<file path="config.mk">
export PLATFORM = sky130hd
export DESIGN_NAME = unified_mem_arbiter_flat
export DESIGN_NICKNAME = d
export VERILOG_FILES = /design/src/rtl/unified_mem_arbiter_if.sv /design/src/rtl/unified_mem_arbiter.sv /design/src/flat_wrapper.sv
export SDC_FILE = /design/constraint.sdc
export NUM_CORES = 1
export LEC_CHECK = 0
export BUFFER_PORTS_ARGS = -buffer_cell sky130_fd_sc_hd__buf_2
export CAP_MARGIN = 5
export CORE_AREA = 2 2 193 195
export DETAILED_ROUTE_END_ITERATION = 16
export DIE_AREA = 0 0 195 197
export PLACE_DENSITY = 0.58
export SKIP_CTS_REPAIR_TIMING = 1
export SLEW_MARGIN = 10
export SYNTH_ARGS = -nofsm -noshare
export SYNTH_HDL_FRONTEND = slang
export SYNTH_SLANG_ARGS = --single-unit
</file>
<file path="constraint.sdc">
create_clock -name clk -period 3.1 [get_ports clk]
set_input_delay 0.62 -clock clk [delete_from_list [all_inputs] [get_ports clk]]
set_output_delay 0.62 -clock clk [all_outputs]
set_load 0.1 [all_outputs]
</file>
<file path="src/rtl/unified_mem_arbiter_if.sv">
// Bundle of fetch, data, stall and unified-memory signals shared by the arbiter and its neighbours.
// The arbiter takes the slave view; the pipeline/memory environment takes the master view.
interface unified_mem_arbiter_if #(
    parameter int ADDR_W  = 64,
    parameter int DATA_W  = 64,
    parameter int INSTR_W = 32
);
    logic               if_req;
    logic [ADDR_W-1:0]  if_addr;
    logic               if_flush;
    logic               if_valid;
    logic [INSTR_W-1:0] if_instr;

    logic               d_req;
    logic               d_we;
    logic [ADDR_W-1:0]  d_addr;
    logic [DATA_W-1:0]  d_wdata;
    logic               d_valid;
    logic [DATA_W-1:0]  d_rdata;

    logic               stall_if;
    logic               stall_mem;

    logic               mem_req;
    logic               mem_we;
    logic [ADDR_W-1:0]  mem_addr;
    logic [DATA_W-1:0]  mem_wdata;
    logic [DATA_W-1:0]  mem_rdata;
    logic               mem_ready;

    modport slave (
        input  if_req, if_addr, if_flush, d_req, d_we, d_addr, d_wdata, mem_rdata, mem_ready,
        output if_valid, if_instr, d_valid, d_rdata, stall_if, stall_mem,
               mem_req, mem_we, mem_addr, mem_wdata
    );

    modport master (
        output if_req, if_addr, if_flush, d_req, d_we, d_addr, d_wdata, mem_rdata, mem_ready,
        input  if_valid, if_instr, d_valid, d_rdata, stall_if, stall_mem,
               mem_req, mem_we, mem_addr, mem_wdata
    );
endinterface

</file>
<file path="src/rtl/unified_mem_arbiter.sv">
// Shares one variable-latency single-port memory between instruction fetch and the MEM stage,
// with a bounded data streak so fetches cannot starve, and flush-cancellation of fetches.
module unified_mem_arbiter #(
    parameter int ADDR_W          = 64,
    parameter int DATA_W          = 64,
    parameter int INSTR_W         = 32,
    parameter int MAX_DATA_STREAK = 4
) (
    input  logic                clk,
    input  logic                rst,
    unified_mem_arbiter_if.slave bus
);
    localparam int STREAK_W = $clog2(MAX_DATA_STREAK + 1);

    typedef enum logic [1:0] {
        IDLE,
        FETCH,
        DATA
    } state_t;

    state_t               state, state_next;
    logic [STREAK_W-1:0]  streak, streak_next;
    logic                 cancel, cancel_next;
    logic                 if_valid_reg, if_valid_next;
    logic                 d_valid_reg, d_valid_next;
    logic                 mem_we_reg, mem_we_next;
    logic [ADDR_W-1:0]    mem_addr_reg, mem_addr_next;
    logic [DATA_W-1:0]    mem_wdata_reg, mem_wdata_next;
    logic [DATA_W-1:0]    d_rdata_reg, d_rdata_next;
    logic [INSTR_W-1:0]   if_instr_reg, if_instr_next;

    logic if_valid_out;
    logic complete;
    logic arbitrate;
    logic fetch_eligible;
    logic data_eligible;
    logic streak_full;
    logic grant_data;
    logic grant_fetch;
    logic fetch_dropped;

    // A requester still seeing its valid pulse has not released the request yet, so it is not re-granted.
    assign if_valid_out   = if_valid_reg & ~bus.if_flush;
    assign complete       = (state != IDLE) & bus.mem_ready;
    assign arbitrate      = (state == IDLE) | complete;
    assign fetch_eligible = bus.if_req & ~if_valid_out;
    assign data_eligible  = bus.d_req & ~d_valid_reg;
    assign streak_full    = (streak == STREAK_W'(MAX_DATA_STREAK));
    assign grant_data     = arbitrate & data_eligible & ~(fetch_eligible & streak_full);
    assign grant_fetch    = arbitrate & fetch_eligible & ~grant_data;
    assign fetch_dropped  = cancel | bus.if_flush;

    always_comb begin
        state_next     = state;
        streak_next    = streak;
        cancel_next    = cancel;
        if_valid_next  = 1'b0;
        d_valid_next   = 1'b0;
        mem_we_next    = mem_we_reg;
        mem_addr_next  = mem_addr_reg;
        mem_wdata_next = mem_wdata_reg;
        d_rdata_next   = d_rdata_reg;
        if_instr_next  = if_instr_reg;

        if (state == FETCH && bus.if_flush) begin
            cancel_next = 1'b1;
        end

        if (complete) begin
            if (state == FETCH) begin
                cancel_next = 1'b0;
                if (!fetch_dropped) begin
                    if_instr_next = bus.mem_rdata[INSTR_W-1:0];
                    if_valid_next = 1'b1;
                end
            end else begin
                d_valid_next = 1'b1;
                if (!mem_we_reg) begin
                    d_rdata_next = bus.mem_rdata;
                end
            end
        end

        if (arbitrate) begin
            if (grant_data) begin
                state_next     = DATA;
                mem_we_next    = bus.d_we;
                mem_addr_next  = bus.d_addr;
                mem_wdata_next = bus.d_wdata;
            end else if (grant_fetch) begin
                state_next    = FETCH;
                mem_we_next   = 1'b0;
                mem_addr_next = bus.if_addr;
            end else begin
                state_next  = IDLE;
                mem_we_next = 1'b0;
            end
        end

        if (!bus.if_req || grant_fetch) begin
            streak_next = '0;
        end else if (grant_data && !streak_full) begin
            streak_next = streak + STREAK_W'(1);
        end
    end

    always_ff @(posedge clk) begin
        if (rst) begin
            state         <= IDLE;
            streak        <= '0;
            cancel        <= 1'b0;
            if_valid_reg  <= 1'b0;
            d_valid_reg   <= 1'b0;
            mem_we_reg    <= 1'b0;
            mem_addr_reg  <= '0;
            mem_wdata_reg <= '0;
            d_rdata_reg   <= '0;
            if_instr_reg  <= '0;
        end else begin
            state         <= state_next;
            streak        <= streak_next;
            cancel        <= cancel_next;
            if_valid_reg  <= if_valid_next;
            d_valid_reg   <= d_valid_next;
            mem_we_reg    <= mem_we_next;
            mem_addr_reg  <= mem_addr_next;
            mem_wdata_reg <= mem_wdata_next;
            d_rdata_reg   <= d_rdata_next;
            if_instr_reg  <= if_instr_next;
        end
    end

    assign bus.mem_req   = (state != IDLE);
    assign bus.mem_we    = mem_we_reg & (state == DATA);
    assign bus.mem_addr  = mem_addr_reg;
    assign bus.mem_wdata = mem_wdata_reg;
    assign bus.if_valid  = if_valid_out;
    assign bus.if_instr  = if_instr_reg;
    assign bus.d_valid   = d_valid_reg;
    assign bus.d_rdata   = d_rdata_reg;
    assign bus.stall_mem = bus.d_req & ~d_valid_reg;
    assign bus.stall_if  = (bus.if_req & ~if_valid_out) | (bus.d_req & ~d_valid_reg);
endmodule

</file>
<file path="src/flat_wrapper.sv">
// flat-port wrapper written by rule: the top's interface ports become plain ports
module unified_mem_arbiter_flat 
#(
    parameter int ADDR_W          = 64,
    parameter int DATA_W          = 64,
    parameter int INSTR_W         = 32,
    parameter int MAX_DATA_STREAK = 4
)
  (clk, rst, bus_if_req, bus_if_addr, bus_if_flush, bus_d_req, bus_d_we, bus_d_addr, bus_d_wdata, bus_mem_rdata, bus_mem_ready, bus_if_valid, bus_if_instr, bus_d_valid, bus_d_rdata, bus_stall_if, bus_stall_mem, bus_mem_req, bus_mem_we, bus_mem_addr, bus_mem_wdata);
  unified_mem_arbiter_if #(.ADDR_W(ADDR_W), .DATA_W(DATA_W), .INSTR_W(INSTR_W)) bus_i ();
  input  logic clk;
  input  logic rst;
  input wire logic [$bits(bus_i.if_req)-1:0] bus_if_req;
  input wire logic [$bits(bus_i.if_addr)-1:0] bus_if_addr;
  input wire logic [$bits(bus_i.if_flush)-1:0] bus_if_flush;
  input wire logic [$bits(bus_i.d_req)-1:0] bus_d_req;
  input wire logic [$bits(bus_i.d_we)-1:0] bus_d_we;
  input wire logic [$bits(bus_i.d_addr)-1:0] bus_d_addr;
  input wire logic [$bits(bus_i.d_wdata)-1:0] bus_d_wdata;
  input wire logic [$bits(bus_i.mem_rdata)-1:0] bus_mem_rdata;
  input wire logic [$bits(bus_i.mem_ready)-1:0] bus_mem_ready;
  output wire logic [$bits(bus_i.if_valid)-1:0] bus_if_valid;
  output wire logic [$bits(bus_i.if_instr)-1:0] bus_if_instr;
  output wire logic [$bits(bus_i.d_valid)-1:0] bus_d_valid;
  output wire logic [$bits(bus_i.d_rdata)-1:0] bus_d_rdata;
  output wire logic [$bits(bus_i.stall_if)-1:0] bus_stall_if;
  output wire logic [$bits(bus_i.stall_mem)-1:0] bus_stall_mem;
  output wire logic [$bits(bus_i.mem_req)-1:0] bus_mem_req;
  output wire logic [$bits(bus_i.mem_we)-1:0] bus_mem_we;
  output wire logic [$bits(bus_i.mem_addr)-1:0] bus_mem_addr;
  output wire logic [$bits(bus_i.mem_wdata)-1:0] bus_mem_wdata;
  assign bus_i.if_req = bus_if_req;
  assign bus_i.if_addr = bus_if_addr;
  assign bus_i.if_flush = bus_if_flush;
  assign bus_i.d_req = bus_d_req;
  assign bus_i.d_we = bus_d_we;
  assign bus_i.d_addr = bus_d_addr;
  assign bus_i.d_wdata = bus_d_wdata;
  assign bus_i.mem_rdata = bus_mem_rdata;
  assign bus_i.mem_ready = bus_mem_ready;
  assign bus_if_valid = bus_i.if_valid;
  assign bus_if_instr = bus_i.if_instr;
  assign bus_d_valid = bus_i.d_valid;
  assign bus_d_rdata = bus_i.d_rdata;
  assign bus_stall_if = bus_i.stall_if;
  assign bus_stall_mem = bus_i.stall_mem;
  assign bus_mem_req = bus_i.mem_req;
  assign bus_mem_we = bus_i.mem_we;
  assign bus_mem_addr = bus_i.mem_addr;
  assign bus_mem_wdata = bus_i.mem_wdata;
  unified_mem_arbiter #(.ADDR_W(ADDR_W), .DATA_W(DATA_W), .INSTR_W(INSTR_W), .MAX_DATA_STREAK(MAX_DATA_STREAK)) u_core (.clk(clk), .rst(rst), .bus(bus_i));
endmodule
</file>
# --- Word-level counts from Yosys, hierarchy flattened ---
# Cells that the tools add are included.
totals:
  output_inout_bits: 230
  wordCells: 61
  regBits: 233
op_classes:
  bitwise_logic: 22
  n_reduce_logical: 15
  n_mux: 10
  eq_ne: 3
  n_addsub: 1
op_table:
  columns: ["operator", "count"]
  rows:
  - ["2-to-1 mux 64 bit", 2]
  - ["AND 1 bit", 10]
  - ["inverter 1 bit", 9]
  - ["2-to-1 mux 1 bit", 7]
  - ["AND reduction 3 bit", 2]
  - ["AND reduction 2 bit", 2]
  - ["nonzero test 2 bit", 2]
  - ["OR reduction 2 bit", 2]
  - ["adder 3 x 1 -> 3 bit (second input constant)", 1]
  - ["equality test 3 bit (second input constant)", 1]
  - ["bitwise OR 1 bit", 3]
  - ["OR reduction 3 bit", 1]
  - ["equality test 2 x 1 -> 1 bit (second input constant)", 1]
  - ["equality test 2 bit (second input constant)", 1]
  - ["logical AND 1 bit", 2]
  - ["logical NOT 1 bit", 2]
  - ["logical NOT 2 bit", 1]
  - ["2-to-1 mux 2 bit", 1]
  - ["logical OR 1 bit", 1]

# --- Longest topological paths before layout ---
# Gate-level depths: netlist of run 1.
depth:
  ltp_word: 11
  mapped_depth: 8
  mapped_depth_nobuf: 6

# --- Worst setup path before layout of run 1 ---
# No wires, ideal clock.
synth_timing:
  kind: "register to output"
  startpoint: "register u_core.state[1]"
  endpoint: "output bus_mem_we"
  setup_slack_ns: -0.053
  arrival_time_ns: 2.533
  path_stages_with_launch: 3
  required_time_ns: 2.480
  cell_sequence: "dfxtp_1 inv_1 nor3_1"
synth_via:
  elab_chain_cells: 2
synth_lines:
  columns: ["item", "line_no", "rtl"]
  rows:
  - ["from (decl)", "unified_mem_arbiter.sv:21", "state_t state, state_next;"]
  - ["from (signal assigned)", "unified_mem_arbiter.sv:120", "state <= state_next;"]
  - ["equality test 2 bit", "unified_mem_arbiter.sv:134", "assign bus.mem_we = mem_we_reg & (state == DATA);"]
  - ["AND 1 bit", "unified_mem_arbiter.sv:134", null]
  - ["to (decl)", "flat_wrapper.sv:29", "output wire logic [$bits(bus_i.mem_we)-1:0] bus_mem_we;"]
# No other way between the ends.

# --- Worst setup path after layout of run 1 ---
# Same ends and word-level chain as after synthesis.

==> metrics.cfg, run 1 <==
[sta]
fmax_ghz = 0.4076
setup_tns_ns = 0
setup_viol = 0
maxSlewViolCount = 0
fin_crit_ns = 2.453
timing.slew.headroom_pct = 47.47
grt_setup_unrepaired = false
hold_viol = 0
period_share_pct = 79.14
holdWs_ns = 0.3158
final.setup_skew_ns = 0.008892
worst_slew_pin_slew_ns = 0.7879

[setup_path]
cp_cell_sequence = inv_1 > nor3_2 > buf_2
reg2reg_to = u_core.bus.mem_addr[35]
crit_start = u_core.state[1]
path_class = reg2out
critical_path.endpoint = bus_mem_we
worst_path_dominant_cell_family = buffers and inverters
cp.depth = 3
r2r_cells = 7
reg2reg_slack_ns = 1.05
cp-start-kind = flop
path_buf_inv = 2
arrival_ns = 1.83
cp_max_fo = 7
critPathSlowestCell = dfxtp_1
end_kind = primary output
max_stage_delay_ns = 0.47
rr_startpoint = u_core.streak[0]
crit_required_ns = 2.48

[yosys]
ys_warn_count = 0
ys_seq_elements = 233
yosysTopAreaCellShare_pct = 51.65
syn_nets = 1377
synth_area_um2 = 9031
ys_top_cells_by_area = dfxtp_1, nand2_1, a21oi_1
synth_area_leader_cell = dfxtp_1
postSynthCellCount = 1112
synthDistinctLibCells = 31
syn_area_per_cell_um2 = 8.122
seq_area_frac_synth_pct = 51.65

[floorplanning]
fp-row-count = 70
core_area_um2 = 36260
initial_core_util_pct = 24.91
die_h_um = 197
die_area_um2 = 38420
fp.dieW_um = 195
boundaryPins = 493

[drt]
dr_total_vias = 9427
routed_wirelength_um = 33290
antenna_left = 0
drt_iter0_markers = 527
dr.pass1.iters = 5
wl_per_cell_um = 16.25
viasPerCell = 4.601
drc_errors = 0

[placement]
placed_area_um2 = 12000
place.gp.congestion = 0.9074
io_buffers = 492
place_hpwl_um = 23860

[pwr]
leakage_nw = 5.838
ir_drop_uv = 396.9
powerDensity_nw_per_um2 = 689.0

[job]
cap_viol_max_count = 0

[layout]
nets = 1826
multi_input_area_um2 = 3963
drive_gt1_share_pct = 38.84
n_antenna_cell = 0
fillerInstances = 3884
final-seq-area_um2 = 4664
area_growth_pct = 42.41
finalInstanceArea_um2 = 12860

[min_path]
hp-class = in2reg

[clock_network]
clk_pin_slew_worst_paths_ns = 0.06
cts-root-buf = clkbuf_16
htree_levels = 1
cts_buffers = 27
clock_latency_ns = 0.54
clock_path_buffers = 3
cts_sinks = 233
cts_tree = built

[global_route]
grt-busiest-layer = met2
antenna_found_initial = 2
gr-total-overflow = 0
grt.met1_usage_pct = 20.13
grt_pass1_vias = 9227
met3_usage_pct = 3.970
grt_max_degree = 98
grt_util_met2_pct = 28.44
grt_pass1_wl_um = 51050
grt_util_all_layers_pct = 16.43

[status]
status = finished clean

==> worst min-delay path by stage <==
stage / from / to / slack, ns / cells after the start
2_1_floorplan: u_core.streak[2] / u_core.streak[2] / 0.44 / 1
3_3_place_gp: u_core.bus.d_rdata[53] / u_core.bus.d_rdata[53] / 0.44 / 2
3_5_place_dp: u_core.bus.d_rdata[27] / u_core.bus.d_rdata[27] / 0.44 / 2
4_1_cts: bus_mem_rdata[36] / u_core.bus.d_rdata[36] / 0.28 / 3
5_1_grt: bus_mem_rdata[34] / u_core.bus.d_rdata[34] / 0.29 / 3
6_report: bus_d_wdata[37] / u_core.bus.mem_wdata[37] / 0.32 / 3
==> power by group <==
part           internal, W  switching (W)
sequential         0.00319       0.000105
clock              0.00181        0.00129
combinational     0.000491        0.00198
total              0.00549        0.00338
==> cell usage after synthesis, drive strengths merged <==
library cell    n
dfxtp         233
a211o           1
nand2         450
xnor2           1
nand4           1
nand3b          1
or2             1
and2            1
a31oi           2
buf            38
inv             6
o21bai          1
nand2b          3
nor2            8
mux2i           1
nand3           3
a311oi         65
a21oi         228
a211oi          1
clkbuf         58
o311a           1
nor2b           1
a21o            1
nor3            2
or3             1
ha              2
o311ai          1
==> worst min-delay path, cell delays in order <==
cell	delay, ns
buf_2	0.09
nand2_1	0.04
a21oi_1	0.05
==> per-layer routing <==
| layer | share of wire, % | vias up | routed length [um] |
|---|---|---|---|
| met5 | 0.093 | - | 31 |
| met2 | 49 | 388 | 16230 |
| met1 | 41 | 4359 | 13570 |
| met3 | 7.4 | 54 | 2454 |
| li1 | - | 4622 | - |
| met4 | 3.0 | 4 | 1012 |
==> final cells by class <==
cell class	count	share of cell area (%)
Timing Repair Buffer	516	21.51
Sequential cell	233	36.27
Multi-Input combinational cell	777	30.81
Inverter	6	0.1751
Clock buffer	39	5.993
Clock inverter	10	0.6907
Tap cell	468	4.553
==> kinds of logic (layout without fill, tap and decap cells) <==
group / Yosys count / count (layout) / share of synthesized area [%]
compound gates: 301 / 301 / 22.87
xor+xnor: 1 / 1 / 0.09700
fa+ha+maj: 2 / 2 / 0.2770
buf+inv: 102 / 571 / 5.015
flops: 233 / 233 / 51.65
mux: 1 / 1 / 0.1108
simple gates: 472 / 472 / 19.98
==> cells in the final DEF, fill, tap and decap left out, types with 7 or more instances in the layout <==
cell,Yosys,final
buf_2,29,490
nand2_1,450,450
dfxtp_1,233,233
a21oi_1,228,228
a311oi_2,44,44
clkbuf_16,0,27
a311oi_1,21,21
buf_4,9,16
buf_12,0,9
nor2_1,8,7
clkbuf_1,58,7
==> metrics by stage <==
step | instances | util (%) | setup WS, ns | total power (W)
finish | 2049 | 35.47 | 0.6465 | 0.008862
global route | 2049 | 35.47 | 0.5158 | 0.009213
CTS | 2049 | 35.47 | 0.5621 | 0.008988
detailed placement | 2000 | 33.10 | 0.7390 | 0.005832
global placement | 2000 | 33.10 | 0.7867 | 0.005817
floorplan | 1112 | - | 0.4377 | 0.005261
No activity file was read; power rests on OpenSTA's default activity.
==> run 2: changes to the inputs <==
--- a/config.mk
+++ b/config.mk
@@ -7,10 +7,10 @@
 export LEC_CHECK = 0
 export BUFFER_PORTS_ARGS = -buffer_cell sky130_fd_sc_hd__buf_2
 export CAP_MARGIN = 5
-export CORE_AREA = 2 2 193 195
+export CORE_AREA = 2 2 194 196
 export DETAILED_ROUTE_END_ITERATION = 16
-export DIE_AREA = 0 0 195 197
-export PLACE_DENSITY = 0.58
+export DIE_AREA = 0 0 196 198
+export PLACE_DENSITY = 0.57
 export SKIP_CTS_REPAIR_TIMING = 1
 export SLEW_MARGIN = 10
 export SYNTH_ARGS = -nofsm -noshare
==> constraint.sdc (replaced) <==
create_clock -name clk -period 2.3 [get_ports clk]
set_input_delay 0.46 -clock clk [delete_from_list [all_inputs] [get_ports clk]]
set_output_delay 0.46 -clock clk [all_outputs]
set_load 0.1 [all_outputs]
==> run 2 against run 1 <==
  * Critical endpoint is now bus_stall_if
  * Clock power rose by 44%
  * Die area rose by 1.0%
  * Sequential share of layout area fell by 0.64 points
  * Flip-flop and latch count did not move
  * Sequential power rose by 35%
  * Worst setup slack got worse by 0.53 ns
  * Core utilization barely moved
  * Routed wire length fell by 3.1%
  * Total power rose by 38%
  * Via count barely moved
  * Count of clock-buffer cells in the layout did not move
  * Largest cell class unchanged
  * Critical path type unchanged
  * Clock skew barely moved
==> metrics.cfg, run 2 (synthesis gave the netlist of run 1 again) <==
[global_route]
grt_util_all_layers_pct = 15.63
gr-total-overflow = 0
antenna_found_initial = 1
grt_pass1_wl_um = 48940
grt_pass1_vias = 9086
grt_max_degree = 65

[layout]
layout_common_cells = buf_2, nand2_1, dfxtp_1, a21oi_1, a311oi_2
drive_gt1_share_pct = 39.45
n_antenna_cell = 0
nets = 1839
finalInstanceArea_um2 = 13100
final_common_cell = buf_2
final_core_util_pct = 35.44
area_growth_pct = 45.01

[sta]
timing.slew.headroom_pct = 59.00
setup_viol = 0
period_share_pct = 94.87
maxSlewViolCount = 0
hold_viol = 0
grt_setup_unrepaired = false
final.setup_skew_ns = 0.008566
fin_crit_ns = 2.182
worst_slew_pin_slew_ns = 0.6150
holdWs_ns = 0.1531
fmax_ghz = 0.4583

[pwr]
p_sw_w = 0.004489
p_int_w = 0.007770
leakage_nw = 5.957
p_clk_share_pct = 36.4
powerDensity_nw_per_um2 = 936.0
switching_share_pct = 36.62
ir_drop_uv = 581.1
p_seq_share_pct = 36.1
pwr-share-comb_pct = 27.5

[placement]
place_hpwl_um = 23590
place.gp.congestion = 0.8469
placed_area_um2 = 12170
io_buffers = 492

[clock_network]
cts_buffers = 26
clk_pin_slew_worst_paths_ns = 0.06
cts_tree = built
clock_path_buffers = 3
cts_sinks = 233
cts-root-buf = clkbuf_16
clock_latency_ns = 0.54
htree_levels = 1

[floorplanning]
fp.dieW_um = 196
boundaryPins = 493
initial_core_util_pct = 24.44
core_area_um2 = 36960
die_area_um2 = 38810
die_h_um = 198
fp-row-count = 71

[drt]
dr.pass1.iters = 4
wl_per_cell_um = 15.61
drc_errors = 0
dr_total_vias = 9433
drt_iter0_markers = 343
viasPerCell = 4.566
routed_wirelength_um = 32240
antenna_left = 0

[setup_path]
cp_cell_sequence = nor2b_1 > buf_4 > a21o_2 > buf_12
rr_startpoint = u_core.streak[0]
end_kind = primary output
path_class = reg2out
reg2reg_slack_ns = 0.36
arrival_ns = 1.72
cp-start-kind = flop
max_stage_delay_ns = 0.34
critPathSlowestCell = dfxtp_2
reg2reg_to = u_core.bus.mem_addr[44]
cp_max_fo = 8
crit_start = u_core.bus.d_valid
critical_path.endpoint = bus_stall_if
r2r_cells = 8
crit_required_ns = 1.84

[status]
status = finished clean

[min_path]
hp-class = in2reg

[job]
cap_viol_max_count = 0

## run 2: critical path: cells and delay by family, from the launching register on
family | cells | cell delay, ns
AOI/OAI and AO/OA | 1 | 0.30
buffers and inverters | 2 | 0.41
DFF | 1 | 0.34
and+or+nand+nor | 1 | 0.11
## run 2: power by group through the flow
stage / registers (W) / logic (W) / clock network, W
2_1_floorplan: 0.00630 / 0.000792 / 0
3_3_place_gp: 0.00451 / 0.00338 / 0
3_5_place_dp: 0.00451 / 0.00339 / 0
4_1_cts: 0.00443 / 0.00339 / 0.00459
5_1_grt: 0.00446 / 0.00353 / 0.00476
6_report: 0.00443 / 0.00337 / 0.00446
## run 2: layout make-up
cell class | instances | area [um^2]
fill | 3948 | 23860
clock buffer | 39 | 779.5
clock inverter | 7 | 146.4
inverter | 6 | 22.52
multi-input combinational | 777 | 3963
timing repair buffer | 530 | 2927
sequential | 233 | 4666
tap | 474 | 593.1
## run 2: layer usage
| metal | global-route usage (%) | up-vias | wire length [um] |
|---|---|---|---|
| met3 | 4.599 | 56 | 2545 |
| met4 | 4.658 | 0 | 886 |
| met5 | 0 | - | 0 |
| met2 | 26.60 | 375 | 15490 |
| met1 | 19.09 | 4349 | 13320 |
| li1 | - | 4653 | - |
## run 2: through the flow
stage	worst slack (ns)	std cells	power (W)	setup TNS, ns
floorplan	0.1481	1112	0.007092	0
CTS	-0.06639	2066	0.01241	-0.06639
global placement	0.2658	2020	0.007882	0
detailed placement	0.2438	2020	0.007902	0
global route	0.01370	2066	0.01275	0
finish	0.1179	2066	0.01226	0
## run 2: worst min path at each step
stage / from / endpoint / cells past startpoint
6_report: bus_d_wdata[55] / u_core.bus.mem_wdata[55] / 3
5_1_grt: bus_d_wdata[59] / u_core.bus.mem_wdata[59] / 3
4_1_cts: bus_d_wdata[59] / u_core.bus.mem_wdata[59] / 3
3_5_place_dp: u_core.bus.d_rdata[54] / u_core.bus.d_rdata[54] / 2
3_3_place_gp: u_core.bus.d_rdata[42] / u_core.bus.d_rdata[42] / 2
2_1_floorplan: u_core.streak[2] / u_core.streak[2] / 1
==> run 3: changes to the inputs <==
--- a/config.mk
+++ b/config.mk
@@ -10,7 +10,7 @@
 export CORE_AREA = 2 2 194 196
 export DETAILED_ROUTE_END_ITERATION = 16
 export DIE_AREA = 0 0 196 198
-export PLACE_DENSITY = 0.57
+export PLACE_DENSITY = 0.47
 export SKIP_CTS_REPAIR_TIMING = 1
 export SLEW_MARGIN = 10
 export SYNTH_ARGS = -nofsm -noshare
==> run 3 against run 2 <==
  * Maximum frequency grew 1.2%
  * Largest power group unchanged
  * Worst hold slack lost 0.0080 ns
  * Final cell count up 0.48%
  * Count of clock-buffer cells in the layout decreased by 1
  * Critical path type unchanged
==> metrics.cfg, run 3 (synthesis gave the netlist of run 1 again) <==
[status]
status = finished clean

[placement]
placed_cells = 2018
place_hpwl_um = 25320
placed_area_um2 = 12170
place.gp.congestion = 0.7915
io_buffers = 492
preCtsSetupSlack_ns = 0.2474

[setup_path]
max_stage_delay_ns = 0.48
path_class = reg2out
crit_start = u_core.state[1]
arrival_ns = 1.70
end_kind = primary output
cp-start-kind = flop
critPathSlowestCell = dfxtp_1
crit_required_ns = 1.84
r2r_cells = 8
cp_cell_sequence = inv_1 > nor3_2 > clkbuf_4
rr_startpoint = u_core.streak[0]
critical_path.endpoint = bus_mem_we
cp_max_fo = 7
reg2reg_slack_ns = 0.32
reg2reg_to = u_core.bus.mem_addr[58]

[pwr]
p_seq_share_pct = 35.7
p_sw_w = 0.004638
ir_drop_uv = 653.1
p_int_w = 0.007789
powerDensity_nw_per_um2 = 945.1
leakage_nw = 5.971
pwr-share-comb_pct = 27.3
p_clk_share_pct = 37.1
switching_share_pct = 37.32
power_w = 0.01243

[sta]
final.setup_skew_ns = 0.009755
setup_viol = 0
setup_ws_ns = 0.1438
setup_tns_ns = 0
maxSlewViolCount = 0
worst_slew_pin_slew_ns = 0.6038
fmax_ghz = 0.4638
grt_setup_unrepaired = false
timing.slew.headroom_pct = 60.02
period_share_pct = 93.75
fin_crit_ns = 2.156
hold_viol = 0

[drt]
routed_wirelength_um = 34920
antenna_left = 0
dr_total_vias = 9383
dr.pass1.iters = 4
drc_errors = 0
drt_iter0_markers = 320
wl_per_cell_um = 16.82
viasPerCell = 4.520

[layout]
final-seq-area_um2 = 4666
multi_input_area_um2 = 3963
fillerInstances = 3987
drive_gt1_share_pct = 39.66
finalInstanceArea_um2 = 13150
nets = 1839
stdcell_count = 2076
layout_common_cells = buf_2, nand2_1, dfxtp_1, a21oi_1, a311oi_2
area_growth_pct = 45.59
final_common_cell = buf_2

[clock_network]
cts_tree = built
clock_latency_ns = 0.55
cts-root-buf = clkbuf_16
clock_path_buffers = 3
htree_levels = 1
cts_sinks = 233
clk_pin_slew_worst_paths_ns = 0.07
cts_buffers = 28

[min_path]
hp-class = in2reg
min_path_cells = 3

[job]
cap_viol_max_count = 0

[floorplanning]
fp.dieW_um = 196
boundaryPins = 493
initial_core_util_pct = 24.44
die_h_um = 198
die_area_um2 = 38810
fp-row-count = 71
core_area_um2 = 36960

[global_route]
grt_pass1_vias = 9285
gr-total-overflow = 0
grt_pass1_wl_um = 52170
antenna_found_initial = 10
grt_util_all_layers_pct = 17.01
grt_max_degree = 69

-- run 3: cell types whose count changed in the layout (fill, tap and decap cells not counted), moves of 2 or more --
| cell | previous run | this run |
|---|---|---|
| diode_2 | 0 | 6 |
| clkbuf_16 | 26 | 29 |
| buf_4 | 28 | 25 |
| clkinv_2 | 2 | 8 |
| clkbuf_8 | 9 | 6 |
| clkinvlp_4 | 0 | 2 |
-- run 3: worst max-delay path, delay by kind of cell, from the launching register on --
family                 cells  cell delay, ns
and+or+nand+nor            1            0.18
buffers and inverters      2            0.49
DFF                        1            0.48
-- run 3: metal layers --
| layer | share of wire (%) | vias up | global-route usage (%) | routed length, um |
|---|---|---|---|---|
| li1 | - | 4675 | - | - |
| met1 | 42 | 4303 | 20.36 | 14630 |
| met2 | 47 | 337 | 28.68 | 16420 |
| met3 | 8.5 | 60 | 6.081 | 2972 |
| met4 | 2.4 | 8 | 4.938 | 837 |
| met5 | 0.16 | - | 0 | 55 |
-- run 3: final cells by class --
cell class	count	share of cell area, %
Tap cell	474	4.510
Sequential cell	233	35.48
Timing Repair Buffer	528	22.26
Inverter	6	0.1713
Clock inverter	14	1.170
Multi-Input combinational cell	777	30.14
Antenna cell	6	0.1142
Clock buffer	38	6.157
-- run 3: stage by stage --
stage	utilization, %	hold WS, ns
CTS	35.53	0.1113
floorplan	-	0.4356
global route	35.58	0.1212
global placement	32.93	0.4378
detailed placement	32.93	0.4438
finish	35.58	0.1450
-- run 3: how the worst min path moves through the flow --
stage                                          end                     start  slack (ns)
after floorplan                   u_core.streak[2]          u_core.streak[2]        0.44
after global placement      u_core.bus.d_rdata[10]    u_core.bus.d_rdata[10]        0.44
after detailed placement  u_core.bus.mem_wdata[44]  u_core.bus.mem_wdata[44]        0.44
after CTS                 u_core.bus.mem_wdata[32]           bus_d_wdata[32]        0.11
after global routing      u_core.bus.mem_wdata[15]           bus_d_wdata[15]        0.12
final                       u_core.bus.d_rdata[42]         bus_mem_rdata[42]        0.15
-- run 3: power groups by stage --
stage               Combinational [W]  Clock (W)  Sequential, W
floorplan                    0.000792          0        0.00630
detailed placement            0.00341          0        0.00452
finish                        0.00339    0.00461        0.00443
CTS                           0.00341    0.00476        0.00443
global route                  0.00355    0.00491        0.00446
global placement              0.00340          0        0.00451
